$ cat src/rtl/ram_port_arbiter.sv
// rtl/ram_port_arbiter.sv - zero-fill then round-robin share of a simple-dual-port RAM between two requesters
module ram_port_arbiter #(
  parameter int D_WIDTH = 16,
  parameter int A_WIDTH = 5
) (
  input  logic               clk,
  input  logic               rst_n,

  input  logic               req0_valid,
  output logic               req0_ready,
  input  logic               req0_we,
  input  logic [A_WIDTH-1:0] req0_addr,
  input  logic [D_WIDTH-1:0] req0_wdata,
  output logic               rsp0_valid,
  output logic [D_WIDTH-1:0] rsp0_rdata,

  input  logic               req1_valid,
  output logic               req1_ready,
  input  logic               req1_we,
  input  logic [A_WIDTH-1:0] req1_addr,
  input  logic [D_WIDTH-1:0] req1_wdata,
  output logic               rsp1_valid,
  output logic [D_WIDTH-1:0] rsp1_rdata,

  output logic [A_WIDTH-1:0] ram_address_write,
  output logic [D_WIDTH-1:0] ram_data_write,
  output logic               ram_write_enable,
  output logic [A_WIDTH-1:0] ram_address_read,
  input  logic [D_WIDTH-1:0] ram_data_read,

  output logic               init_done
);

  typedef enum logic {
    ST_INIT = 1'b0,
    ST_RUN  = 1'b1
  } state_t;

  localparam logic [A_WIDTH-1:0] LAST_ADDR = '1;

  state_t             state_q, state_d;
  logic [A_WIDTH-1:0] init_cnt_q, init_cnt_d;
  logic               init_done_q;
  // 0: requester 0 wins the next contention, 1: requester 1 wins
  logic               rr_prio_q;
  logic [1:0]         pend_q;
  logic [A_WIDTH-1:0] rd_addr_q;

  logic               grant0, grant1, any_grant;
  logic               sel_we;
  logic [A_WIDTH-1:0] sel_addr;
  logic [D_WIDTH-1:0] sel_wdata;
  logic               read_grant;

  // Next-state logic: walk every address once in INIT, then stay in RUN
  always_comb begin
    state_d    = state_q;
    init_cnt_d = init_cnt_q;
    case (state_q)
      ST_INIT: begin
        init_cnt_d = init_cnt_q + 1'b1;
        if (init_cnt_q == LAST_ADDR) begin
          state_d = ST_RUN;
        end
      end
      ST_RUN: begin
        state_d = ST_RUN;
      end
      default: begin
        state_d = ST_INIT;
      end
    endcase
  end

  // Arbitration: a lone requester always wins, contention goes to the priority holder
  always_comb begin
    grant0 = 1'b0;
    grant1 = 1'b0;
    if (state_q == ST_RUN) begin
      if (req0_valid && req1_valid) begin
        grant0 = ~rr_prio_q;
        grant1 = rr_prio_q;
      end else begin
        grant0 = req0_valid;
        grant1 = req1_valid;
      end
    end
  end

  // Command mux: pick the fields of whichever requester was granted
  always_comb begin
    any_grant  = grant0 | grant1;
    sel_we     = grant1 ? req1_we    : req0_we;
    sel_addr   = grant1 ? req1_addr  : req0_addr;
    sel_wdata  = grant1 ? req1_wdata : req0_wdata;
    read_grant = any_grant & ~sel_we;
  end

  // RAM port drive: zero-fill during INIT, granted command during RUN; read address holds when idle
  always_comb begin
    ram_write_enable  = 1'b0;
    ram_address_write = '0;
    ram_data_write    = '0;
    ram_address_read  = rd_addr_q;
    if (state_q == ST_INIT) begin
      ram_write_enable  = 1'b1;
      ram_address_write = init_cnt_q;
    end else if (any_grant) begin
      if (sel_we) begin
        ram_write_enable  = 1'b1;
        ram_address_write = sel_addr;
        ram_data_write    = sel_wdata;
      end else begin
        ram_address_read  = sel_addr;
      end
    end
  end

  // State registers; reset drops any in-flight read and restarts the zero-fill
  always_ff @(posedge clk or negedge rst_n) begin
    if (!rst_n) begin
      state_q     <= ST_INIT;
      init_cnt_q  <= '0;
      init_done_q <= 1'b0;
      rr_prio_q   <= 1'b0;
      pend_q      <= 2'b00;
      rd_addr_q   <= '0;
    end else begin
      state_q     <= state_d;
      init_cnt_q  <= init_cnt_d;
      init_done_q <= (state_d == ST_RUN);
      if (any_grant) begin
        rr_prio_q <= grant0;
      end
      pend_q <= {grant1 & read_grant, grant0 & read_grant};
      if (read_grant) begin
        rd_addr_q <= sel_addr;
      end
    end
  end

  // Handshake and response outputs; read data is forced to zero outside its valid cycle
  always_comb begin
    req0_ready = grant0;
    req1_ready = grant1;
    rsp0_valid = pend_q[0];
    rsp1_valid = pend_q[1];
    rsp0_rdata = pend_q[0] ? ram_data_read : '0;
    rsp1_rdata = pend_q[1] ? ram_data_read : '0;
    init_done  = init_done_q;
  end

endmodule

$ cat config.mk
export PLATFORM = sky130hd
export DESIGN_NAME = ram_port_arbiter
export DESIGN_NICKNAME = d
export VERILOG_FILES = /design/src/rtl/ram_port_arbiter.sv
export SDC_FILE = /design/constraint.sdc
export NUM_CORES = 1
export LEC_CHECK = 0
export ABC_AREA = 1
export CAP_MARGIN = 15
export CORE_MARGIN = 5
export CORE_UTILIZATION = 25
export CTS_CLUSTER_DIAMETER = 80
export DETAILED_ROUTE_END_ITERATION = 8
export PLACE_DENSITY = 0.75
export SYNTH_ARGS = -nofsm -noshare
export SYNTH_HDL_FRONTEND = slang
export SYNTH_SLANG_ARGS = --single-unit
$ cat constraint.sdc
create_clock -name clk -period 2.3 [get_ports clk]
set_clock_uncertainty 0.1 [all_clocks]
set_input_delay 0.575 -clock clk [delete_from_list [all_inputs] [get_ports clk]]
set_output_delay 0.575 -clock clk [all_outputs]
set_load 0.05 [all_outputs]
==> impl_metrics.toml <==
[outcome]
outcome = "finished with violations"
failed_checks = "setup timing"

[clock_tree]
cts_made_buffers = 3
clkSinkCount = 14
clock_latency_ns = 0.25
clk_pin_slew_worst_paths_ns = 0.06
htreeDepth = 1
cts_tree = "built"
cts-root-buf = "clkbuf_8"
cts.path.max_buffers = 2

[yosys]
synth_common_cells = "111 x nand2_1, 39 x inv_1, 17 x nand3_1, 17 x nor2_1, 15 x o21ai_1"
yosys_warnings = 0
synth_edf_count = 0
post-synth-top-count-cell = "nand2_1"
ys_top_cells_by_area = "nand2_1 30%, dfrtp_1 25%, inv_1 11%"
syn_nets = 312
synth_area_sq_um = 1390
synth-main-ff-cell = "dfrtp_1"
synth_cells = 246
synthArstFlopShare_pct = 100
synth.avg_cell_area_sq_um = 5.64
synth_top_area_share_pct = 30.1
synth_top_cell_by_area = "nand2_1"
yosys.cell_types.count = 24
synth.ff_latch_count = 14
seq_area_frac_synth_pct = 25.3

[sta]
fmax_mhz = 434
period_needed_ns = 2.30
slew_headroom_pct = 55.5
whs_ns = 0.409
fin_crit_sh_pct = 100
setup_viol = 2
hold_violations = 0
slew_viol_final = 0
setup_ws_ns = -0.00245
rsz0062_at_grt = "true"
tightest_slew_ns = 0.666

[critical_path]
crit_path_start_kind = "input port"
critPathSlowestCell = "clkdlybuf4s50_1"
cp.arrival_ns = 1.63
reg2reg_slack_ns = 0.80
cp_top_family = "buffers and inverters"
crit_path_max_fanout = 2
crit_type = "in -> out"
cp-end-kind = "primary output"
crit_path_cell_trace = "clkdlybuf4s50_1 > nand3_1 > nand2_2 > nand3_1 > nand2_2 > buf_12"
path_buf_inv = 2
r2r-start = "init_cnt_q[0]"
r2r-end = "init_done"
cp.required_ns = 1.62
max_stage_delay_ns = 0.48
reg2reg_depth = 4

[drt]
drc = 0
vias = 2076
ant_nets = 0
dr.pass1.iters = 4
post_drt_via_cell_ratio = 4.54
wl_per_cell_microns = 14.7
routed_wl_mm = 6.71
drt_iter0_markers = 67

[power_and_ir_drop]
total_power_mw = 1.60
max-vdd-ir-drop_mv = 0.212
p_leak_nw = 1.97
power_density_nw_per_um2 = 409

[final_layout]
drive_above_1_share_pct = 40.3
nets = 452
diodes = 0
syn_to_final_growth_pct = 182

[placement]
gp_congestion = 0.838
io_buffers = 127
post-dp-hpwl_mm = 5.10

[die]
initial_core_util_pct = 25.5
num_rows = 27
core-area_sq_um = 5440
fp.dieH_microns = 84.5
pin_count = 128
dieArea_sq_um = 7130
die_w_microns = 84.5

[global_route]
grt_first_pass_wirelength_mm = 10.3
grt_start_max_net_pins = 24
grtUsageTotal_pct = 17.8
grt_pass1_vias = 2135
grt_antenna_before_repair = 0
gr-total-overflow = 0

[flow_run]
maxCapViolations = 0

[worst_hold_path]
hold_depth = 2
hp-start = "rd_addr_q[0]"
hold_path.class = "reg -> reg"
holdPathEnd = "rd_addr_q[0]"
==> routing by layer <==
metal,GRT usage [%],part of all wire (%)
met3,3.43,6.3
met5,0,0
met4,6.19,2.5
met1,19.2,38
met2,34.1,53
==> report_power, final <==
group | total, mW | internal (mW) | leakage (nW) | switching (mW)
sequential | 0.283 | 0.264 | 0.180 | 0.0181
combinational | 1.07 | 0.495 | 1.76 | 0.573
clock | 0.249 | 0.152 | 0.0288 | 0.0968
total | 1.60 | 0.911 | 1.97 | 0.688
==> cells by family (layout without fill, tap and decap cells) <==
logic type                 Yosys count  in the layout  synth area share [%]
and+or+nand+nor                    156            158                  47.6
xor gates and xnor gates             3              3                  1.90
adders and majority gates            2              2                  1.80
DFF                                 14             14                  25.3
buffers and inverters               54            191                  17.3
AOI/OAI and AO/OA                   17             17                  6.14
==> how the worst max path moves through the flow <==
stage,cells after the start,end,startpoint
detailed placement,9,ram_write_enable,req1_valid
global route,9,ram_address_read[2],req1_valid
CTS,8,ram_address_read[3],req0_valid
global placement,9,ram_write_enable,req1_valid
finish,6,ram_address_write[3],req1_addr[3]
floorplan,8,ram_data_write[10],init_done
==> cell usage in the layout, fill, tap and decap left out <==
cell             instances
xor2_1                   1
dfrtp_1                 13
nand2_2                 14
dlymetal6s2s_1           1
nand2_4                  9
dfrtp_2                  1
inv_1                   36
or2_2                    1
nand3_1                  6
buf_4                   16
ha_1                     2
clkdlybuf4s50_1         58
a21oi_1                  1
nand2_8                  6
nand2_1                 90
nand3_2                  6
dlygate4sd2_1            1
o21ai_1                 13
buf_6                    4
buf_8                    2
nand3b_1                 1
buf_2                    1
inv_6                    1
nor2_1                   1
xnor2_1                  2
clkinvlp_4               2
and3_1                   1
o21ai_2                  2
clkbuf_8                 4
buf_12                  62
o21ai_0                  1
nand4_1                  1
clkdlybuf4s15_1          1
nand3_4                  6
nor2_4                  16
inv_2                    2
==> registers in the layout, indices dropped and copies added (netlist names) <==
register	flops
rd_addr_q	5
pend_q	2
rr_prio_q	1
init_cnt_q	5
init_done	1
==> through the flow <==
step | setup TNS (ns) | std cells | cell area, sq um | worst slack, ns | util, %
3_3_place_gp | -9.73 | 447 | 3440 | -0.389 | 63.3
2_1_floorplan | -1.53 | 246 | 1440 | -0.118 | -
5_1_grt | -0.326 | 457 | 3910 | -0.0709 | 71.9
4_1_cts | 0 | 454 | 3780 | 0.00265 | 69.5
6_report | -0.00377 | 457 | 3910 | -0.00245 | 71.9
3_5_place_dp | -10.63 | 447 | 3440 | -0.425 | 63.3
==> timing repair <==
item	in CTS	in global routing
pin swaps	11	15
setup endpoints to repair	29	23
endpoints found under the hold margin	0	0
setup buffers	1	3
gates resized for setup	64	30
hold buffers	0	0
cloned	2	0
==> final cells by class <==
| class | instances | area (sq um) |
|---|---|---|
| Timing Repair Buffer | 146 | 2050 |
| Inverter | 41 | 166 |
| Fill cell | 383 | 1530 |
| Tap cell | 72 | 90.1 |
| Multi-Input combinational cell | 180 | 1200 |
| Clock buffer | 4 | 55.1 |
| Sequential cell | 14 | 352 |
==> worst register-to-register path, delay by kind of cell (launching register included) <==
| family | cells | cell delay (ns) |
|---|---|---|
| simple gates | 2 | 0.46 |
| flops | 1 | 0.43 |
| fa+ha+maj | 2 | 0.40 |
No activity file was read; power rests on OpenSTA's default activity.
